File: src/rtl/pulse_stretcher_pkg.sv
// Shared definitions for the pulse stretcher: FSM state encoding and
// the width helpers used to size its counters.
package pulse_stretcher_pkg;

  localparam logic [1:0] ST_IDLE = 2'd0;
  localparam logic [1:0] ST_HIGH = 2'd1;
  localparam logic [1:0] ST_GAP  = 2'd2;

  // Bits needed to hold 0..max_val, never less than one.
  function automatic int width_for(input int max_val);
    int w;
    w = $clog2(max_val + 1);
    return (w < 1) ? 1 : w;
  endfunction

  function automatic int max_of(input int a, input int b);
    return (a > b) ? a : b;
  endfunction

endpackage

File: src/rtl/pulse_stretcher_pending_counter.sv
// Saturating event counter: inc and dec together hold, dec at zero is
// ignored, and an inc that cannot be absorbed raises o_drop.
module pending_counter #(
  parameter int MAX_COUNT = 3,
  parameter int W         = 2
) (
  input  logic         clk,
  input  logic         reset,
  input  logic         i_inc,
  input  logic         i_dec,
  output logic [W-1:0] o_count,
  output logic         o_drop
);

  logic [W-1:0] r_count;
  logic         w_dec_eff;
  logic         w_full;

  assign w_dec_eff = i_dec && (r_count != '0);
  assign w_full    = (r_count == W'(MAX_COUNT));
  assign o_drop    = i_inc && !w_dec_eff && w_full;
  assign o_count   = r_count;

  always_ff @(posedge clk or posedge reset) begin
    if (reset) begin
      r_count <= '0;
    end else if (i_inc && !w_dec_eff && !w_full) begin
      r_count <= r_count + W'(1);
    end else if (w_dec_eff && !i_inc) begin
      r_count <= r_count - W'(1);
    end
  end

endmodule

File: src/rtl/pulse_stretcher.sv
// Stretches single-cycle event pulses into fixed-length high windows
// separated by a guaranteed low gap, queueing events that arrive while busy.
module pulse_stretcher
  import pulse_stretcher_pkg::*;
#(
  parameter  int HIGH_CYCLES = 4,
  parameter  int GAP_CYCLES  = 1,
  parameter  int MAX_PENDING = 3,
  localparam int CNT_W       = width_for(max_of(HIGH_CYCLES, GAP_CYCLES)),
  localparam int PEND_W      = width_for(MAX_PENDING)
) (
  input  logic              clk,
  input  logic              reset,
  input  logic              pulse_in,
  input  logic              overflow_clr,
  output logic              level_out,
  output logic              busy,
  output logic [PEND_W-1:0] pending_count,
  output logic              overflow
);

  logic [1:0]        r_state;
  logic [CNT_W-1:0]  r_cnt;
  logic              r_overflow;

  logic              w_last;
  logic              w_gap_end;
  logic              w_inc;
  logic              w_dec;
  logic              w_drop;
  logic [PEND_W-1:0] w_pend;

  assign w_last    = (r_cnt == '0);
  assign w_gap_end = (r_state == ST_GAP) && w_last;

  // A pulse on the last gap cycle with nothing queued starts the next window
  // directly; otherwise any pulse while busy goes through the queue.
  assign w_inc = pulse_in &&
                 ((r_state == ST_HIGH) ||
                  ((r_state == ST_GAP) && !(w_gap_end && (w_pend == '0))));
  assign w_dec = w_gap_end && (w_pend != '0);

  pending_counter #(
    .MAX_COUNT (MAX_PENDING),
    .W         (PEND_W)
  ) u_pending (
    .clk     (clk),
    .reset   (reset),
    .i_inc   (w_inc),
    .i_dec   (w_dec),
    .o_count (w_pend),
    .o_drop  (w_drop)
  );

  always_ff @(posedge clk or posedge reset) begin
    if (reset) begin
      r_state <= ST_IDLE;
      r_cnt   <= '0;
    end else begin
      case (r_state)
        ST_IDLE: begin
          if (pulse_in) begin
            r_state <= ST_HIGH;
            r_cnt   <= CNT_W'(HIGH_CYCLES - 1);
          end
        end
        ST_HIGH: begin
          if (w_last) begin
            r_state <= ST_GAP;
            r_cnt   <= CNT_W'(GAP_CYCLES - 1);
          end else begin
            r_cnt <= r_cnt - CNT_W'(1);
          end
        end
        ST_GAP: begin
          if (w_last) begin
            if ((w_pend != '0) || pulse_in) begin
              r_state <= ST_HIGH;
              r_cnt   <= CNT_W'(HIGH_CYCLES - 1);
            end else begin
              r_state <= ST_IDLE;
              r_cnt   <= '0;
            end
          end else begin
            r_cnt <= r_cnt - CNT_W'(1);
          end
        end
        default: begin
          r_state <= ST_IDLE;
          r_cnt   <= '0;
        end
      endcase
    end
  end

  // A drop in the same cycle as a clear must leave overflow set.
  always_ff @(posedge clk or posedge reset) begin
    if (reset) begin
      r_overflow <= 1'b0;
    end else if (w_drop) begin
      r_overflow <= 1'b1;
    end else if (overflow_clr) begin
      r_overflow <= 1'b0;
    end
  end

  assign level_out     = (r_state == ST_HIGH);
  assign busy          = (r_state != ST_IDLE);
  assign pending_count = w_pend;
  assign overflow      = r_overflow;

endmodule
File: config.mk
export PLATFORM = sky130hd
export DESIGN_NAME = pulse_stretcher
export DESIGN_NICKNAME = d
export VERILOG_FILES = /design/src/rtl/pulse_stretcher_pkg.sv /design/src/rtl/pulse_stretcher_pending_counter.sv /design/src/rtl/pulse_stretcher.sv
export SDC_FILE = /design/constraint.sdc
export NUM_CORES = 1
export LEC_CHECK = 0
export CAP_MARGIN = 30
export CELL_PAD_IN_SITES_DETAIL_PLACEMENT = 0
export CELL_PAD_IN_SITES_GLOBAL_PLACEMENT = 1
export CORE_MARGIN = 5
export CORE_UTILIZATION = 37
export CTS_CLUSTER_SIZE = 12
export DETAILED_ROUTE_END_ITERATION = 10
export GPL_ROUTABILITY_DRIVEN = 0
export HOLD_SLACK_MARGIN = 0.08
export PLACE_DENSITY = 0.72
export SLEW_MARGIN = 20
export SYNTH_ARGS = -nofsm -noshare
export SYNTH_HDL_FRONTEND = slang
export SYNTH_SLANG_ARGS = --single-unit
File: constraint.sdc
create_clock -name clk -period 1.6 [get_ports clk]
set_input_delay 0.32 -clock clk [delete_from_list [all_inputs] [get_ports clk]]
set_output_delay 0.32 -clock clk [all_outputs]
set_load 0.01 [all_outputs]
==> results of run 1 <==
-- state kept, by name, summed over array words and instances, names as in the netlist --
| signal | cells |
|---|---|
| r_state | 2 |
| u_pending.o_count | 2 |
| overflow | 1 |
| r_cnt | 3 |
-- layout make-up --
cell class / count / area share
repair buffers: 17 / 0.200
clock buffers: 3 / 0.0308
well taps: 16 / 0.0274
inverters: 6 / 0.0308
flip-flops and latches: 8 / 0.276
multi-input cells: 48 / 0.435
-- final timing paths --
| path | endpoint | depth (start not counted) |
|---|---|---|
| min reg2reg | overflow | 2 |
| max | pending_count[1] | 1 |
| min in group clk | overflow | 2 |
| min | r_cnt[2] | 2 |
| max reg2reg | u_pending.o_count[0] | 6 |
| max in group asynchronous | u_pending.o_count[1] | 2 |
-- stage by stage --
stage / instances / total power, mW / instance area (sq um) / hold slack [ns] / util
2_1_floorplan: 64 / 1.01 / 549 / 0.136 / -
3_3_place_gp: 95 / 1.38 / 701 / 0.516 / 0.482
3_5_place_dp: 95 / 1.38 / 701 / 0.520 / 0.482
4_1_cts: 98 / 1.53 / 722 / 0.329 / 0.497
5_1_grt: 98 / 1.70 / 731 / 0.370 / 0.503
6_report: 98 / 1.53 / 731 / 0.320 / 0.503
-- cells in the mapped netlist (all sizes together), types with 2 or more instances --
library cell | count | area (sq um)
ha | 2 | 25.0
o21ai | 6 | 30.0
buf | 2 | 16.3
inv | 6 | 22.5
nand3 | 2 | 10.0
nor2b | 3 | 28.8
o22ai | 3 | 18.8
a21oi | 4 | 23.8
nand2 | 8 | 30.0
nor2 | 5 | 18.8
dfrtp | 8 | 200
a31oi | 2 | 12.5
-- worst reg2reg max path: stages, from the launching register on --
cell and delay (ns):
dfrtp_1 0.37, inv_1 0.08, ha_2 0.23, nand2b_4 0.09, a21oi_2 0.17, o21ai_1 0.07, a221o_1 0.29
-- layout by cell type (no fill, tap or decap) --
cell / Yosys / final
a21oi_1: 3 / 3
dfrtp_1: 8 / 7
or2_2: 1 / 1
o22ai_1: 3 / 3
o21ai_0: 4 / 4
a22oi_1: 1 / 1
nor2b_2: 1 / 1
and3_1: 1 / 1
nand3b_1: 1 / 1
clkdlybuf4s50_1: 0 / 6
dlygate4sd2_1: 0 / 1
nor2b_4: 1 / 1
clkdlybuf4s15_1: 0 / 1
a21boi_1: 1 / 1
nor2b_1: 1 / 1
or3_1: 1 / 1
nor2_1: 5 / 5
o21ai_1: 2 / 2
o21a_1: 1 / 1
a21o_1: 1 / 1
nand2b_4: 1 / 1
nand2_1: 8 / 8
dfrtp_2: 0 / 1
a21oi_2: 1 / 1
nand3_1: 2 / 2
inv_1: 5 / 5
a31oi_1: 2 / 2
a221oi_2: 1 / 1
inv_2: 1 / 1
buf_4: 0 / 9
a221o_1: 1 / 1
nor3b_2: 0 / 1
mux2i_1: 1 / 1
clkbuf_4: 0 / 3
ha_2: 0 / 1
ha_1: 2 / 1
-- repair_timing --
action,4_1_cts,5_1_grt
hold buffers,0,0
setup endpoints to repair,3,4
resized for setup,3,3
-- cell families (layout without fill, tap and decap cells) --
| logic type | Yosys count | count (layout) | share of synthesized area |
|---|---|---|---|
| adder cells (fa/ha/maj) | 2 | 2 | 0.0456 |
| buffers and inverters | 8 | 26 | 0.0706 |
| AND/OR/NAND/NOR | 24 | 24 | 0.246 |
| AO/OA/AOI/OAI | 21 | 21 | 0.255 |
| flip-flops | 8 | 8 | 0.364 |
| multiplexers | 1 | 1 | 0.0182 |
-- per-layer routing --
layer  wire length, microns  vias to the layer above  share of wire
met1                    638                      226           0.49
met2                    615                        3           0.47
met3                     38                        2          0.029
met4                     14                        0          0.011
met5                      0                        -              0
li1                       -                      262              -
-- power by group --
| part | total, mW | leakage, nW | internal, mW | switching [mW] |
|---|---|---|---|---|
| combinational | 0.994 | 0.218 | 0.513 | 0.481 |
| sequential | 0.377 | 0.0961 | 0.302 | 0.0756 |
| clock | 0.161 | 0.0138 | 0.0863 | 0.0747 |
==> key figures, run 1 <==
Die
  • Die height: 48.5 microns
  • Core outline area: 1450 sq um
  • Die ar.: 2360 sq um
  • DIE WIDTH: 48.5 microns
  • Initial Utilization: 0.378
  • Top-level port count: 9
  • Num rows: 14

Clocking
  • CTS tree: built
  • CTS Buf Count: 3
  • Post-CTS Setup Bufs: 0
  • H-tree Lvls: 1
  • Clock transition at path regs: 0.06 ns
  • Worst-skew pair later-pin latency: 0.25 ns
  • Sink Count: 8
  • Clk buf depth: 2
  • Clock Tree Root: clkbuf_4

Outcome
  • Outcome: finished clean

Setup path
  • Setup crit start: u_pending.o_count[1]
  • Worst Setup Start Kind: flop
  • Crit Path Category: reg2out
  • Critical-path cell list: clkdlybuf4s50_1
  • FF-to-FF setup slack: 0.17 ns
  • Slowest CP cell: clkdlybuf4s50_1
  • CP Buf/Inv Count: 1
  • Worst EP required: 1.28 ns
  • CP arrival: 1.22 ns
  • Crit path largest cell delay: 0.55 ns
  • FF-to-FF Start: r_cnt[0]
  • Maximum fanout along the worst path: 7
  • Delay-heaviest family, CP: buffers and inverters
  • Critical path endpoint category: primary output

Finish
  • Multi-input gate area: 318 sq um
  • Layout cells sized above 1: 0.268
  • Filler Cells Inserted: 149
  • Sequential cell area: 201 sq um
  • Area Overhead vs Synth: 33.0%
  • Nets@finish: 90
  • N_diodes: 0

Routing
  • Vias per cell: 5.03
  • Routed WL: 1310 microns
  • Drt pass-1 iters: 4
  • Post-route DRC: 0
  • ANT nets after route: 0
  • Via count: 493
  • Wire per inst: 13.3 microns
  • DRT iter0 DRCs: 12

GRT
  • Most Used Layer, Global Route: met2
  • Grt met1 use: 0.168
  • Initial antenna violation count: 0
  • Total GRT Usage: 0.128
  • Largest net degree at the start of global routing: 13
  • GRT met3 Usage: 0.0337
  • First-pass GRT wire length: 2370 microns
  • Met2 usage: 0.189
  • Total gr overflow: 0
  • Vias in the first global route: 519

Pwr
  • Maximum VDD drop: 0.873 mV
  • P_leak: 0.328 nW
  • Power Dens Cells: 2100 nW/um^2

Timing
  • Final setup viols: 0
  • Setup TNS: 0 ns
  • Max_slew headroom: 0.770
  • Hold Vio Cnt, Final: 0
  • Post-layout min period: 1.54 ns
  • Final Cycle Share: 0.965
  • Slack of the critical path: 0.0567 ns
  • Fmax: 0.648 GHz
  • Layout Skew: 0.00334 ns
  • Slew @ Worst Pin: 0.344 ns
  • Max-slew violations: 0
  • RSZ-0062 raised after global routing: false

Place
  • Post-place setup slack: 0.0283 ns
  • DP HPWL: 979 microns
  • IO buf count: 8

Synth
  • Netlist cell types: 31
  • Register area share after synthesis: 0.364
  • Syn_area_per_cell: 8.58 sq um
  • Yosys synthesis warning count: 0
  • #FFs+latches synth: 8
  • Ys async rst share: 1.00
  • Synthesized instance count: 64
  • Number of synthesized flops with an enable pin: 0
  • Net count after synthesis: 70
  • Mapped Area: 549 sq um
  • Most used DFF post-synth: dfrtp_1

Hold path
  • HP Class: in2async

Flow run
  • Max Cap Violations: 0
Note: power is estimated with default switching activity, not from simulation.
==> run 2, diff against run 1 <==
CORE_UTILIZATION = 36   (was 37)
CTS_CLUSTER_SIZE = default   (was 12)
PLACE_DENSITY = 0.7   (was 0.72)
SYNTH_HIERARCHICAL = 1   (was default)
==> run 2 against run 1 <==
Non-clock buffer count increased by 3. Largest cell class unchanged. Final cell count down 4.1%. Clock power decreased by 6%. First-iteration DRC count shrank 67%. Critical endpoint is now busy.
==> key figures, run 2 <==
Outcome
  • Outcome: finished clean

Routing
  • Via count: 494
  • Drt pass-1 iters: 4
  • Vias per cell: 5.26
  • ANT nets after route: 0
  • Routed WL: 1300 microns
  • Wire per inst: 13.8 microns
  • Post-route DRC: 0
  • DRT iter0 DRCs: 4

Timing
  • Final Cycle Share: 0.964
  • Layout Skew: 0.00323 ns
  • Max-slew violations: 0
  • Final setup viols: 0
  • Max_slew headroom: 0.681
  • Slew @ Worst Pin: 0.474 ns
  • Fmax: 0.648 GHz
  • RSZ-0062 raised after global routing: true
  • Final hold slack: 0.262 ns
  • Post-layout min period: 1.54 ns
  • Slack of the critical path: 0.0573 ns
  • Hold Vio Cnt, Final: 0

Finish
  • Final core utilization: 0.572
  • Filler Cells Inserted: 127
  • Layout cells sized above 1: 0.329
  • Most common cell after layout, fill and taps aside: buf_4
  • Area Overhead vs Synth: 47.2%
  • Nets@finish: 87
  • Largest register by flop count: r_cnt
  • N_diodes: 0
  • Max reg flops: 3
  • Most frequent cells in the layout: buf_4, dfrtp_1, nor2_1

Flow run
  • Max Cap Violations: 0

Clocking
  • Sink Count: 8
  • H-tree Lvls: 1
  • Clock Tree Root: clkbuf_4
  • Clk buf depth: 2
  • Clock transition at path regs: 0.06 ns
  • CTS tree: built
  • Worst-skew pair later-pin latency: 0.25 ns
  • Cts hold-fix bufs: 0
  • CTS Buf Count: 3

Pwr
  • Net Sw Frac: 0.402
  • Clock share of power: 0.094
  • P_leak: 0.352 nW
  • Maximum VDD drop: 0.925 mV
  • Sequential share of power: 0.232
  • P_sw: 0.651 mW
  • Logic pwr share: 0.674
  • Int Pwr: 0.968 mW
  • Total power: 1.62 mW
  • Power Dens Cells: 2150 nW/um^2

Setup path
  • Maximum fanout along the worst path: 4
  • Register-to-Register Path Depth: 8
  • Worst reg2reg endpoint: overflow
  • Crit Path Category: reg2out
  • Worst Setup Start Kind: flop
  • Worst EP required: 1.28 ns
  • FF-to-FF Start: r_cnt[0]
  • Critical path endpoint category: primary output
  • FF-to-FF setup slack: 0.06 ns
  • CP arrival: 1.22 ns

Synth
  • Mapped Area: 512 sq um
  • Register area share after synthesis: 0.391
  • Post-synth top cells: dfrtp_1, a21oi_1, inv_1, nor2_1, nand2b_1
  • Yosys synthesis warning count: 6
  • #FFs+latches synth: 8
  • Ys async rst share: 1.00
  • Most instantiated library cell after synthesis: dfrtp_1
  • Post-synth top area cell: dfrtp_1
  • Net count after synthesis: 64
  • Netlist cell types: 27
  • Syn_area_per_cell: 8.82 sq um
  • Number of synthesized flops with an enable pin: 0
  • Most used DFF post-synth: dfrtp_1
  • Synth area leaders: dfrtp_1, a21oi_1, ha_1, nand2b_1, inv_1
  • Synthesized instance count: 58
  • Area share of the largest cell type after synthesis: 0.391

Die
  • Die height: 47.7 microns
  • Die ar.: 2280 sq um
  • DIE WIDTH: 47.7 microns
  • Initial Utilization: 0.388
  • Core outline area: 1320 sq um
  • Num rows: 13
  • Top-level port count: 9

GRT
  • Total gr overflow: 0
  • First-pass GRT wire length: 2200 microns
  • Largest net degree at the start of global routing: 8
  • Vias in the first global route: 496
  • Total GRT Usage: 0.140
  • Initial antenna violation count: 0

Hold path
  • HP Class: in2async

Place
  • Post-place setup slack: -0.0182 ns
  • DP HPWL: 962 microns
  • IO buf count: 8
-- run 2: area by class of cell --
cell class / count / area, sq um / area share
multi-input combinational: 43 / 328 / 0.435
sequential: 8 / 200 / 0.266
timing repair buffer: 20 / 165 / 0.219
clock buffer: 3 / 22.5 / 0.0299
inverter: 5 / 18.8 / 0.0249
tap: 15 / 18.8 / 0.0249
-- run 2: logic make-up after synthesis --
group	after synthesis	share of synthesized area
buffers and inverters	7	0.0562
AND/OR/NAND/NOR	25	0.274
flip-flops	8	0.391
multiplexers	1	0.0196
AO/OA/AOI/OAI	14	0.193
XOR/XNOR	1	0.0171
adder cells (fa/ha/maj)	2	0.0489
-- run 2: power groups by stage --
| stage | Clock, mW | Combinational (mW) | Sequential (mW) |
|---|---|---|---|
| 4_1_cts | 0.161 | 1.02 | 0.373 |
| 5_1_grt | 0.170 | 1.20 | 0.393 |
| 2_1_floorplan | 0 | 0.554 | 0.401 |
| 3_3_place_gp | 0 | 1.02 | 0.372 |
| 3_5_place_dp | 0 | 1.03 | 0.374 |
| 6_report | 0.152 | 1.09 | 0.376 |
-- run 2: routing by layer --
metal	global-route usage	vias to the layer above	share of wire
met5	0	-	0
met4	0.0914	0	0.036
met3	0.0338	6	0.028
met2	0.193	11	0.42
met1	0.194	233	0.51
li1	-	244	-
-- run 2: worst max-delay path by stage --
stage,endpoint,cells past startpoint,from,slack [ns]
after floorplan,overflow,8,r_cnt[0],-0.04
after global placement,overflow,8,r_cnt[1],0.01
after detailed placement,overflow,8,r_cnt[0],-0.02
after CTS,overflow,8,r_cnt[0],-0.01
after global routing,overflow,8,r_cnt[0],-0.03
final,busy,2,r_state[1],0.06
-- run 2: stage by stage --
stage	std cells	area [sq um]	setup TNS (ns)
after CTS	93	729	-0.0135
after detailed placement	90	701	-0.0182
after global routing	94	753	-0.0483
after global placement	90	701	0
final	94	753	0
after floorplan	58	529	-0.0427
-- run 2: critical path: stages (launching register included) --
cell           delay (ns)
dfrtp_1              0.41
or2_1                0.27
dlygate4sd2_1        0.29
-- run 2: repair_timing --
item	in CTS	in global routing
setup endpoints to repair	5	4
buffers inserted	0	1
pin swaps	1	2
cloned	0	0
resized for setup	7	4
